<file path="src/rtl/uart_tx_framed.sv">
// uart_tx_framed: UART transmitter with a small TX FIFO in front of it.
// Frames are start, DATA_BITS data bits sent LSB first, an optional parity
// bit, then STOP_BITS stop bits. Queued words go out back-to-back.
// Optional feature: define UART_TX_BREAK_EN to add the brk input, which
// holds the line low (break condition) whenever the transmitter is between
// frames.
module uart_tx_framed #(
  parameter int INPUT_CLOCK_FREQ = 100_000_000,
  parameter int BAUD_RATE        = 9600,
  parameter int DATA_BITS        = 8,
  parameter int PARITY           = 0,
  parameter int STOP_BITS        = 1,
  parameter int FIFO_DEPTH       = 4
) (
  input  logic                          clk,
  input  logic                          rst,
`ifdef UART_TX_BREAK_EN
  input  logic                          brk,
`endif
  input  logic [DATA_BITS-1:0]          din,
  input  logic                          din_valid,
  output logic                          din_ready,
  output logic [$clog2(FIFO_DEPTH):0]   fifo_count,
  output logic                          busy,
  output logic                          dout
);

  localparam int CLOCKS_PER_BIT = INPUT_CLOCK_FREQ / BAUD_RATE;
  localparam int CW = $clog2(CLOCKS_PER_BIT);
  localparam int BW = $clog2(DATA_BITS + 1);
  localparam int AW = $clog2(FIFO_DEPTH);

  localparam logic [CW-1:0] CLK_LAST  = CW'(CLOCKS_PER_BIT - 1);
  localparam logic [BW-1:0] DATA_LAST = BW'(DATA_BITS - 1);
  localparam logic [BW-1:0] STOP_LAST = BW'(STOP_BITS - 1);
  localparam logic [AW:0]   FULL_CNT  = (AW + 1)'(FIFO_DEPTH);

  // Reject illegal configurations at elaboration time
  if (CLOCKS_PER_BIT < 2) begin : g_bad_cpb
    $error("uart_tx_framed: CLOCKS_PER_BIT must be at least 2");
  end
  if (DATA_BITS < 5 || DATA_BITS > 9) begin : g_bad_data
    $error("uart_tx_framed: DATA_BITS must be in 5..9");
  end
  if (PARITY < 0 || PARITY > 2) begin : g_bad_parity
    $error("uart_tx_framed: PARITY must be 0, 1 or 2");
  end
  if (STOP_BITS != 1 && STOP_BITS != 2) begin : g_bad_stop
    $error("uart_tx_framed: STOP_BITS must be 1 or 2");
  end
  if (FIFO_DEPTH < 2 || (FIFO_DEPTH & (FIFO_DEPTH - 1)) != 0) begin : g_bad_depth
    $error("uart_tx_framed: FIFO_DEPTH must be a power of 2, at least 2");
  end

  typedef enum logic [2:0] {
    S_IDLE, S_START, S_DATA, S_PARITY, S_STOP
`ifdef UART_TX_BREAK_EN
    , S_BREAK, S_GAP
`endif
  } state_t;

  state_t               r_state, w_state_nxt;
  logic [CW-1:0]        r_clk_cnt, w_clk_nxt;
  logic [BW-1:0]        r_bit_cnt, w_bit_nxt;
  logic                 r_dout, w_dout_nxt;
  logic [DATA_BITS-1:0] r_shift;
  logic                 r_par;
  logic [DATA_BITS-1:0] r_mem [FIFO_DEPTH];
  logic [AW-1:0]        r_wr_ptr, r_rd_ptr;
  logic [AW:0]          r_count;
  logic                 w_push, w_pop, w_clk_last, w_fifo_empty;
  logic [DATA_BITS-1:0] w_head;

  // Line value of the parity bit from the XOR of all data bits
  function automatic logic parity_bit(input logic acc);
    return (PARITY == 1) ? ~acc : acc;
  endfunction

  assign din_ready    = (r_count != FULL_CNT);
  assign w_push       = din_valid && din_ready;
  assign w_fifo_empty = (r_count == '0);
  assign w_head       = r_mem[r_rd_ptr];
  assign w_clk_last   = (r_clk_cnt == CLK_LAST);
  assign fifo_count   = r_count;
  assign dout         = r_dout;
  assign busy         = !w_fifo_empty || (r_state == S_START) || (r_state == S_DATA) ||
                        (r_state == S_PARITY) || (r_state == S_STOP);

  // Control state: FSM, counters, line register and FIFO pointers
  always_ff @(posedge clk or posedge rst) begin
    if (rst) begin
      r_state   <= S_IDLE;
      r_clk_cnt <= '0;
      r_bit_cnt <= '0;
      r_dout    <= 1'b1;
      r_wr_ptr  <= '0;
      r_rd_ptr  <= '0;
      r_count   <= '0;
    end else begin
      r_state   <= w_state_nxt;
      r_clk_cnt <= w_clk_nxt;
      r_bit_cnt <= w_bit_nxt;
      r_dout    <= w_dout_nxt;
      if (w_push) r_wr_ptr <= r_wr_ptr + 1'b1;
      if (w_pop)  r_rd_ptr <= r_rd_ptr + 1'b1;
      case ({w_push, w_pop})
        2'b10:   r_count <= r_count + 1'b1;
        2'b01:   r_count <= r_count - 1'b1;
        default: r_count <= r_count;
      endcase
    end
  end

  // Datapath: FIFO storage and frame shift register need no reset
  always_ff @(posedge clk) begin
    if (w_push) r_mem[r_wr_ptr] <= din;
    if (w_pop) begin
      r_shift <= w_head;
      r_par   <= 1'b0;
    end else if (r_state == S_DATA && w_clk_last) begin
      r_shift <= r_shift >> 1;
      r_par   <= r_par ^ r_shift[0];
    end
  end

  // Next state, counters and registered line value; pops happen here
  always_comb begin
    w_state_nxt = r_state;
    w_clk_nxt   = r_clk_cnt;
    w_bit_nxt   = r_bit_cnt;
    w_dout_nxt  = r_dout;
    w_pop       = 1'b0;
    unique case (r_state)
      S_IDLE: begin
        w_dout_nxt = 1'b1;
        w_clk_nxt  = '0;
        w_bit_nxt  = '0;
`ifdef UART_TX_BREAK_EN
        if (brk) begin
          w_state_nxt = S_BREAK;
          w_dout_nxt  = 1'b0;
        end else
`endif
        if (!w_fifo_empty) begin
          w_pop       = 1'b1;
          w_state_nxt = S_START;
          w_dout_nxt  = 1'b0;
        end
      end
      S_START: begin
        if (w_clk_last) begin
          w_clk_nxt   = '0;
          w_bit_nxt   = '0;
          w_state_nxt = S_DATA;
          w_dout_nxt  = r_shift[0];
        end else begin
          w_clk_nxt = r_clk_cnt + 1'b1;
        end
      end
      S_DATA: begin
        if (w_clk_last) begin
          w_clk_nxt = '0;
          if (r_bit_cnt == DATA_LAST) begin
            w_bit_nxt = '0;
            if (PARITY != 0) begin
              w_state_nxt = S_PARITY;
              w_dout_nxt  = parity_bit(r_par ^ r_shift[0]);
            end else begin
              w_state_nxt = S_STOP;
              w_dout_nxt  = 1'b1;
            end
          end else begin
            w_bit_nxt  = r_bit_cnt + 1'b1;
            w_dout_nxt = r_shift[1];
          end
        end else begin
          w_clk_nxt = r_clk_cnt + 1'b1;
        end
      end
      S_PARITY: begin
        if (w_clk_last) begin
          w_clk_nxt   = '0;
          w_bit_nxt   = '0;
          w_state_nxt = S_STOP;
          w_dout_nxt  = 1'b1;
        end else begin
          w_clk_nxt = r_clk_cnt + 1'b1;
        end
      end
      S_STOP: begin
        if (w_clk_last) begin
          w_clk_nxt = '0;
          if (r_bit_cnt == STOP_LAST) begin
            w_bit_nxt = '0;
`ifdef UART_TX_BREAK_EN
            if (brk) begin
              w_state_nxt = S_BREAK;
              w_dout_nxt  = 1'b0;
            end else
`endif
            if (!w_fifo_empty) begin
              w_pop       = 1'b1;
              w_state_nxt = S_START;
              w_dout_nxt  = 1'b0;
            end else begin
              w_state_nxt = S_IDLE;
              w_dout_nxt  = 1'b1;
            end
          end else begin
            w_bit_nxt = r_bit_cnt + 1'b1;
          end
        end else begin
          w_clk_nxt = r_clk_cnt + 1'b1;
        end
      end
`ifdef UART_TX_BREAK_EN
      S_BREAK: begin
        w_dout_nxt = 1'b0;
        w_clk_nxt  = '0;
        if (!brk) begin
          w_state_nxt = S_GAP;
          w_dout_nxt  = 1'b1;
        end
      end
      S_GAP: begin
        // One full idle bit time after a break before the next start bit
        if (brk) begin
          w_state_nxt = S_BREAK;
          w_dout_nxt  = 1'b0;
          w_clk_nxt   = '0;
        end else if (w_clk_last) begin
          w_clk_nxt = '0;
          if (!w_fifo_empty) begin
            w_pop       = 1'b1;
            w_state_nxt = S_START;
            w_dout_nxt  = 1'b0;
          end else begin
            w_state_nxt = S_IDLE;
            w_dout_nxt  = 1'b1;
          end
        end else begin
          w_clk_nxt = r_clk_cnt + 1'b1;
        end
      end
`endif
      default: begin
        w_state_nxt = S_IDLE;
        w_dout_nxt  = 1'b1;
      end
    endcase
  end

endmodule
</file>
<file path="config.mk">
export PLATFORM = sky130hd
export DESIGN_NAME = uart_tx_framed
export DESIGN_NICKNAME = d
export VERILOG_FILES = /design/src/rtl/uart_tx_framed.sv
export SDC_FILE = /design/constraint.sdc
export NUM_CORES = 1
export LEC_CHECK = 0
export ABC_AREA = 1
export CORE_UTILIZATION = 50
export CTS_BUF_LIST = sky130_fd_sc_hd__clkbuf_4
export DETAILED_ROUTE_END_ITERATION = 10
export GPL_TIMING_DRIVEN = 1
export MAX_ROUTING_LAYER = met4
export PLACE_DENSITY_LB_ADDON = 0.05
export SLEW_MARGIN = 30
export SYNTH_ARGS = -nofsm -noshare
export SYNTH_HDL_FRONTEND = slang
export SYNTH_SLANG_ARGS = --single-unit
</file>
<file path="constraint.sdc">
create_clock -name clk -period 4.15 [get_ports clk]
set_input_delay 0.83 -clock clk [delete_from_list [all_inputs] [get_ports clk]]
set_output_delay 0.83 -clock clk [all_outputs]
set_load 0.01 [all_outputs]
</file>
Word-level counts from Yosys, hierarchy flattened
Memory sizes are Yosys's and may differ from the RTL's.
Cells that the tools add are included.
Storage, ports and cells
  input port bits: 11
  bits in registers: 37
  memories: 1
  bits in writable memories: 32
  output and inout bits: 6
  logic and storage cells: 85
Memories
  r_mem: words 4, width 8, rd ports 1, clocked after memory_dff 0, wr ports 1, RTL line 68  | logic [DATA_BITS-1:0] r_mem [FIFO_DEPTH];
Cells by class
  eq/ne operators: 17
  mux-type cells: 34
  add/subtract/negate cells: 6
  reductions and logical operators: 19
Operators with widths (number)
  $pmux W14 S2: 1
  $mux W3: 7
  $mux W4: 5
  $mux W8: 2
  $pmux W4 S4: 1
  $pmux W3 S5: 1
  $add A14 B1 Y14 const B: 1
  $eq A14 B14 Y1 const B: 1
  $mux W14: 1
  $mux W1: 13
  $ne A2 B2 Y1 const B: 5
  $reduce_and A7 Y1: 1
  $eq A3 B2 Y1 const B: 2
  $logic_not A3 Y1: 2
  $ne A2 B1 Y1 const B: 3
  $pmux W3 S2: 1
  $reduce_bool A2 Y1: 3
  $pmux W1 S5: 1
  $reduce_and A5 Y1: 1
  $add A2 B1 Y2 const B: 2
  $add A4 B1 Y4 const B: 1
  $eq A4 B3 Y1 const B: 1
  $logic_not A4 Y1: 1
  $logic_or A1 B1 Y1: 4
  other kinds (14): 15

Logic depth before layout (Yosys ltp)
Gate-level depths: netlist (run 1).
  depth after elaboration: 7
  gate-level depth with buffers: 13
  depth with buffers taken out: 13

Worst setup path after synthesis (run 1)
No wires, ideal clock.
  path type: register to register
  start point: register r_clk_cnt[0]
  end point: register r_count[2] (netlist: fifo_count[2])
  stages on the path, launching flop included: 14
  required time: 4.019 ns
  clock period less this slack: 2.278 ns
  library setup time: 0.131 ns
  path slack: 1.872 ns
  path buffers: 0
  arrival: 2.147 ns
  cell sequence: dfrtp_1 > ha_1 > nand2_2 > nor2_4 > nand3_2 > nor2_4 > nand2_2 > nand2_4 > ha_1 > inv_1 > fa_1 > a21oi_1 > o21ai_0 > xor2_1
On the way
  cells in the longest elaborated chain, start to end: 5
  elaborated cells on any way between the ends: 7
  classes of those cells: 3 x eq/ne; 3 x mux; 1 x reduce/logical
RTL lines
  from (decl): RTL line 63  | logic [CW-1:0] r_clk_cnt, w_clk_nxt;
  from (signal assigned): RTL line 101  | r_clk_cnt <= w_clk_nxt;
  $eq A14 B14 Y1 (*): RTL line 83  | assign w_clk_last = (r_clk_cnt == CLK_LAST);
  $mux W1 (*): RTL line 191  | if (w_clk_last) begin
  $pmux W1 S2 (*): RTL line 133  | unique case (r_state)
  $eq A2 B1 Y1 or $eq A2 B2 Y1 (tied branches): RTL line 106  | case ({w_push, w_pop})
  $pmux W3 S2 or $reduce_bool A2 Y1 (tied branches)
  to (signal assigned): RTL line 107  | 2'b10: r_count <= r_count + 1'b1;
  to (signal assigned): RTL line 108  | 2'b01: r_count <= r_count - 1'b1;
  to (signal assigned): RTL line 109  | default: r_count <= r_count;
  to (decl): RTL line 70  | logic [AW:0] r_count;
Mark *: on every way between the ends. The rest lies on a longest branch, timed or not.
A chain may end at the register's enable or synchronous reset.

Final worst setup path (run 1)
  start point: register r_state[1]
  end point: output busy
On the way
  cells in the longest elaborated chain, start to end: 5
  elaborated cells on any way between the ends: 8
  classes of those cells: 4 x eq/ne; 4 x reduce/logical
RTL lines
  from (decl): RTL line 62  | state_t r_state, w_state_nxt;
  from (signal assigned): RTL line 100  | r_state <= w_state_nxt;
  $eq A3 B1 Y1: RTL line 86  | assign busy = !w_fifo_empty || (r_state == S_START) || (r_state == S_DATA) ||
  $logic_or A1 B1 Y1 (3 in series): RTL line 86
  $logic_or A1 B1 Y1 (*): RTL line 87  | (r_state == S_PARITY) || (r_state == S_STOP);
  to (decl): RTL line 24  | output logic busy,
Marked as above.

==> results of run 1 <==
[Yosys cell counts]
master	count	area, um^2
sky130_fd_sc_hd__a21boi_0	1	7.51
sky130_fd_sc_hd__a21oi_1	3	15.0
sky130_fd_sc_hd__buf_2	5	25.0
sky130_fd_sc_hd__buf_6	3	33.8
sky130_fd_sc_hd__clkbuf_1	1	3.75
sky130_fd_sc_hd__dfrtp_1	28	701
sky130_fd_sc_hd__dfstp_2	1	26.3
sky130_fd_sc_hd__edfxtp_1	40	1200
sky130_fd_sc_hd__fa_1	1	20.0
sky130_fd_sc_hd__ha_1	8	100
sky130_fd_sc_hd__inv_1	26	97.6
sky130_fd_sc_hd__inv_2	9	33.8
sky130_fd_sc_hd__nand2_1	100	375
sky130_fd_sc_hd__nand2_2	4	25.0
sky130_fd_sc_hd__nand2_4	2	22.5
sky130_fd_sc_hd__nand3_1	38	190
sky130_fd_sc_hd__nand3_2	2	20.0
sky130_fd_sc_hd__nand3b_1	1	7.51
sky130_fd_sc_hd__nand4_1	7	43.8
sky130_fd_sc_hd__nor2_1	58	218
sky130_fd_sc_hd__nor2_2	6	37.5
sky130_fd_sc_hd__nor2_4	4	45.0
sky130_fd_sc_hd__nor2_8	1	20.0
sky130_fd_sc_hd__nor3_1	2	10.0
sky130_fd_sc_hd__o21ai_0	27	135
sky130_fd_sc_hd__o21ai_1	6	30.0
sky130_fd_sc_hd__o21bai_1	3	22.5
sky130_fd_sc_hd__o22ai_1	1	6.26
sky130_fd_sc_hd__or2_2	1	6.26
sky130_fd_sc_hd__xnor2_1	2	17.5
sky130_fd_sc_hd__xor2_1	6	52.6
[cell families after synthesis]
kind of cell / after synthesis / synth area share
and+or+nand+nor: 226 / 0.288
DFF: 69 / 0.543
buffers and inverters: 44 / 0.0546
AOI/OAI and AO/OA: 41 / 0.0610
adders and majority gates: 9 / 0.0338
xor gates and xnor gates: 8 / 0.0197
[registers in the layout, indices dropped and copies added, names as in the netlist]
register	count
r_mem	32
dout	1
r_bit_cnt	4
r_rd_ptr	2
r_shift	8
r_wr_ptr	2
fifo_count	3
r_state	3
r_clk_cnt	14
[per-layer routing]
layer	up-vias	track usage	part of all wire
met5	-	-	0
met4	0	0.0879	0.017
met3	12	0.0619	0.031
met2	46	0.360	0.51
met1	1217	0.244	0.45
li1	1350	-	-
[power by group through the flow]
stage                     Sequential [mW]  Combinational [mW]  Clock (mW)
after global routing                0.864               0.274       0.503
after global placement              0.866               0.235           0
after CTS                           0.853               0.246       0.471
final                               0.853               0.240       0.454
after detailed placement            0.868               0.245           0
after floorplan                     0.868               0.135           0
[how the worst max path moves through the flow]
stage | depth (start not counted) | end | slack (ns) | from
4_1_cts | 6 | busy | 1.19 | r_state[1]
3_3_place_gp | 8 | fifo_count[2] | 1.56 | din_valid
3_5_place_dp | 8 | fifo_count[2] | 1.49 | din_valid
6_report | 6 | busy | 1.23 | r_state[1]
2_1_floorplan | 13 | fifo_count[2] | 1.87 | r_clk_cnt[0]
5_1_grt | 6 | busy | 1.07 | r_state[1]
[critical path: stages (launching register included)]
cell                              delay [ns]
sky130_fd_sc_hd__dfrtp_1                0.45
sky130_fd_sc_hd__nor2_2                 0.21
sky130_fd_sc_hd__nor2_4                 0.11
sky130_fd_sc_hd__nor2_8                 0.22
sky130_fd_sc_hd__inv_2                  0.07
sky130_fd_sc_hd__nand3_1                0.07
sky130_fd_sc_hd__clkdlybuf4s50_1        0.53
[per-stage QoR]
step | instance area, um^2 | util | hold WS, ns | cells
floorplan | 3550 | - | 0.472 | 397
global placement | 3770 | 0.553 | 0.458 | 501
detailed placement | 3770 | 0.553 | 0.462 | 501
CTS | 3930 | 0.575 | 0.481 | 517
global route | 3930 | 0.575 | 0.512 | 517
finish | 3930 | 0.575 | 0.475 | 517
[cell type report]
class                           count  area [um^2]  area share
Multi-Input combinational cell    284         1430       0.364
Clock buffer                        9         67.6      0.0172
Sequential cell                    69         1930       0.491
Tap cell                           96          120      0.0306
Inverter                           35          131      0.0335
Timing Repair Buffer               17          168      0.0427
Clock inverter                      7         82.6      0.0210
==> out/metrics.cfg, run 1 <==
[status]
run_status = completed

[die]
core_region_um2 = 6830
die_height_um = 86.3
std_cell_rows = 30
die_width_um = 86.3
floorplan.io_pins = 17
fp.dieArea_um2 = 7440
start_util = 0.520

[timing]
timing.final.setup_violations = 0
max_freq_mhz = 342
post-route-min-period_ns = 2.92
max_transition_margin = 0.490
tightest_slew_ns = 0.762
maxSlewViolCount = 0
final_hold_viol_count = 0
clock-skew-final_ns = 0.0122
rsz0062_at_grt = no
min_period_over_period = 0.704
finalSetupTns_ns = 0
post-route-worst-setup-slack_ns = 1.23

[routing]
finalWirelength_mm = 6.73
wire_per_inst_um = 13.0
dr.first_iter.drc_count = 92
drt_pre_antenna_iters = 4
vias = 2625
detail_route.drc_violations = 0
final_antenna_net_count = 0
route.detailed.vias_per_inst = 5.08

[power]
power_frac_seq = 0.551
power_report.internal_total_mw = 1.10
totalPowerFinal_mw = 1.55
p_leak_nw = 1.59
power.ir.vdd_worst_mv = 0.288
share_clk_of_total_power = 0.294
power_frac_comb = 0.155
net-switching-power_uw = 445
power_switching_share = 0.288
cell_area_power_density_nw_per_um2 = 394

[synthesis]
synth.ff_latch_count = 69
synthesis.area_um2 = 3550
synth.distinct_cells = 31
postSynthAreaPerCell_um2 = 8.94
synth.yosys.seq_area_share = 0.543
postSynthCellCount = 397
mappedNetlistNets = 417
yosysWarningCount = 0

[critical_path]
cp_max_fo = 10
worst_ep_arrival_time_ns = 2.09
start_kind = flip-flop
timing.critical_path.required_ns = 3.32
timing_worst_setup_path_type = reg -> out
worstReg2RegEnd = fifo_count[2]
kind_of_capture_point_of_the_worst_setup_path = primary output
worst_r2r_path_depth = 13
reg2reg_slack_ns = 1.51
r2r-start = r_clk_cnt[0]

[layout]
final.fill_count = 628
antenna_cells_inserted = 0
area_delta_synth_final_pct = 10.6
drive_above_1_share = 0.112
mostFrequentLayoutCells = sky130_fd_sc_hd__nand2_1 (100), sky130_fd_sc_hd__nor2_1 (58), sky130_fd_sc_hd__edfxtp_1 (40)
mostFrequentLayoutCell = sky130_fd_sc_hd__nand2_1
num-nets-final = 436

[global_route]
overflow = 0
pin_count_of_the_biggest_net_entering_global_routing = 30
grt_pass1_vias = 2609
groute.usage.overall = 0.215
antenna_violations_before_repair = 0
global_route_wire_length_before_repair_mm = 11.7

[clocking]
clockRootBuffer = sky130_fd_sc_hd__clkbuf_4
ctsHtreeMaxLevel = 3
post_cts.repair.setup_buffers = 0
maximum_clock_path_buffer_count = 2
cts_resized = 0
cts.sink_count = 69
post_cts_hold_buffer_count = 0
tritoncts_clock_tree = yes
cts-buffers-inserted = 9
clk_pin_slew_ns = 0.12
clk_latency_ns = 0.42

[hold_path]
min_path_cells = 2
holdPathEnd = dout
min_delay_worst_type = reg -> reg
min_from = dout

[run]
number_of_maximum_capacitance_violations = 0

[placed_design]
place.detailed.hpwl_mm = 4.89
port_bufs = 16
final_replace_weighted_congestion = 0.847
dp_slack_ns = 1.49

No activity file was read; power rests on OpenSTA's default activity.
==> inputs of run 2 (changes only) <==
- clock period: 4.15 -> 2.78 ns (I/O delays scaled with it)
==> out/metrics.cfg, run 2 (same netlist as run 1, synthesis figures left out) <==
[power]
share_clk_of_total_power = 0.339  ; +0.045
power.ir.vdd_worst_mv = 0.464  ; +61%
p_leak_nw = 1.64  ; +3.0%
net-switching-power_uw = 658  ; +48%
cell_area_power_density_nw_per_um2 = 620  ; +57%
totalPowerFinal_mw = 2.49  ; +61%
power_switching_share = 0.264  ; -0.0236
power_frac_seq = 0.511  ; -0.040
power_report.internal_total_mw = 1.83  ; +66%
power_frac_comb = 0.149  ; -0.006

[global_route]
global_route_wire_length_before_repair_mm = 11.7  ; +0.36%
pin_count_of_the_biggest_net_entering_global_routing = 30  ; unchanged
antenna_violations_before_repair = 0  ; unchanged
groute.usage.overall = 0.214  ; -0.00134
grt_pass1_vias = 2553  ; -2.1%
overflow = 0  ; unchanged

[routing]
detail_route.drc_violations = 0  ; unchanged
finalWirelength_mm = 6.82  ; +1.4%
dr.first_iter.drc_count = 133  ; +45%
wire_per_inst_um = 13.0  ; +0.20%
route.detailed.vias_per_inst = 5.06  ; -0.36%
final_antenna_net_count = 0  ; unchanged
vias = 2646  ; +0.80%
drt_pre_antenna_iters = 4  ; unchanged

[die]
start_util = 0.520  ; unchanged
floorplan.io_pins = 17  ; unchanged
core_region_um2 = 6830  ; unchanged
die_width_um = 86.3  ; unchanged
die_height_um = 86.3  ; unchanged
fp.dieArea_um2 = 7440  ; unchanged
std_cell_rows = 30  ; unchanged

[timing]
min_period_over_period = 0.952
finalSetupTns_ns = 0  ; unchanged
post-route-min-period_ns = 2.65
max_transition_margin = 0.604  ; +0.113
maxSlewViolCount = 0  ; unchanged
rsz0062_at_grt = no
tightest_slew_ns = 0.595  ; -0.167 ns
post-route-worst-setup-slack_ns = 0.132  ; -1.10 ns
clock-skew-final_ns = 0.0134  ; +0.00125 ns
final_hold_viol_count = 0  ; unchanged
max_freq_mhz = 378
timing.final.setup_violations = 0  ; unchanged

[clocking]
ctsHtreeMaxLevel = 3  ; unchanged
post_cts_hold_buffer_count = 0  ; unchanged
tritoncts_clock_tree = yes
cts_resized = 0  ; unchanged
clockRootBuffer = sky130_fd_sc_hd__clkbuf_4
cts.sink_count = 69  ; unchanged
cts-buffers-inserted = 9  ; unchanged
clk_latency_ns = 0.43  ; about the same
clk_pin_slew_ns = 0.12  ; about the same
maximum_clock_path_buffer_count = 2  ; unchanged
post_cts.repair.setup_buffers = 0  ; unchanged

[placed_design]
port_bufs = 16  ; unchanged
dpl-instance-area_um2 = 3820  ; +1.2%
final_replace_weighted_congestion = 0.888  ; +4.9%
place.detailed.hpwl_mm = 4.79  ; -2.0%
dp_slack_ns = 0.355  ; -1.14 ns

[layout]
postLayoutCellArea_um2 = 4020  ; +2.3%
utilization = 0.588  ; +0.0132
flip_flop_count_of_the_largest_register_after_layout = 32  ; unchanged
layout_top_registers = r_mem: 32 flops, r_clk_cnt: 14 flops, r_shift: 8 flops
num-nets-final = 442  ; +1.4%
area_delta_synth_final_pct = 13.1
drive_above_1_share = 0.124  ; +0.0125
registers.top_by_ff_count = r_mem
antenna_cells_inserted = 0  ; unchanged
mostFrequentLayoutCells = sky130_fd_sc_hd__nand2_1 (100), sky130_fd_sc_hd__nor2_1 (58), sky130_fd_sc_hd__edfxtp_1 (40)
mostFrequentLayoutCell = sky130_fd_sc_hd__nand2_1

[critical_path]
cp_max_fo = 10  ; unchanged
worstPathCellList = nor2_4 -> nor2_4 -> nor2_8 -> inv_2 -> nand3_1 -> clkdlybuf4s50_1
timing.critical_path.slowest_cell_delay_ns = 0.55  ; +0.02 ns
start_kind = flip-flop
kind_of_capture_point_of_the_worst_setup_path = primary output
crit_top_cell = sky130_fd_sc_hd__nor2_4
timing.critical_path.slowest_stage_cell = sky130_fd_sc_hd__clkdlybuf4s50_1
worst_ep_arrival_time_ns = 2.09  ; about the same
timing_worst_setup_path_type = reg -> out
timing.critical_path.required_ns = 2.22  ; -1.10 ns

[hold_path]
min_delay_worst_type = reg -> reg

[status]
run_status = completed

[run]
number_of_maximum_capacitance_violations = 0  ; unchanged

[run 2: cell type report]
| cell class | instances | area, um^2 |
|---|---|---|
| inverters | 35 | 131 |
| fillers | 616 | 2820 |
| clock buffers | 9 | 67.6 |
| clock inverters | 7 | 123 |
| flip-flops and latches | 69 | 1930 |
| well taps | 96 | 120 |
| multi-input cells | 284 | 1430 |
| repair buffers | 23 | 213 |
[run 2: path summary, 6_finish.rpt]
kind	startpoint	end	slack, ns	depth (start not counted)
setup reg to reg	r_clk_cnt[0]	fifo_count[2]	0.32	13
hold / removal	dout	dout	0.48	2
max in group asynchronous	rst	dout	1.96	3
hold reg to reg	dout	dout	0.48	2
setup / recovery	r_state[1]	busy	0.13	6
min in group asynchronous	rst	fifo_count[0]	0.50	3
[run 2: stage by stage]
step	hold slack, ns	instances
3_5_place_dp	0.458	507
2_1_floorplan	0.472	397
6_report	0.477	523
3_3_place_gp	0.459	507
5_1_grt	0.494	523
4_1_cts	0.478	523
[run 2: worst max-delay path: cells and delay by family, from the launching register on]
| kind | cells | cell delay [ns] |
|---|---|---|
| buffers and inverters | 2 | 0.62 |
| flip-flops | 1 | 0.46 |
| AND/OR/NAND/NOR | 4 | 0.59 |
[run 2: metal layers]
metal,vias to the layer above,routed length (um),global-route usage
met5,-,0,-
met4,0,184,0.109
met3,18,242,0.0371
met2,61,3270,0.348
met1,1209,3130,0.258
li1,1358,-,-
[run 2: power by group through the flow]
stage	combinational, mW	sequential (mW)	clock, mW
floorplan	0.201	1.30	0
global placement	0.378	1.29	0
detailed placement	0.380	1.30	0
CTS	0.383	1.27	0.858
global route	0.428	1.29	0.901
finish	0.372	1.27	0.845
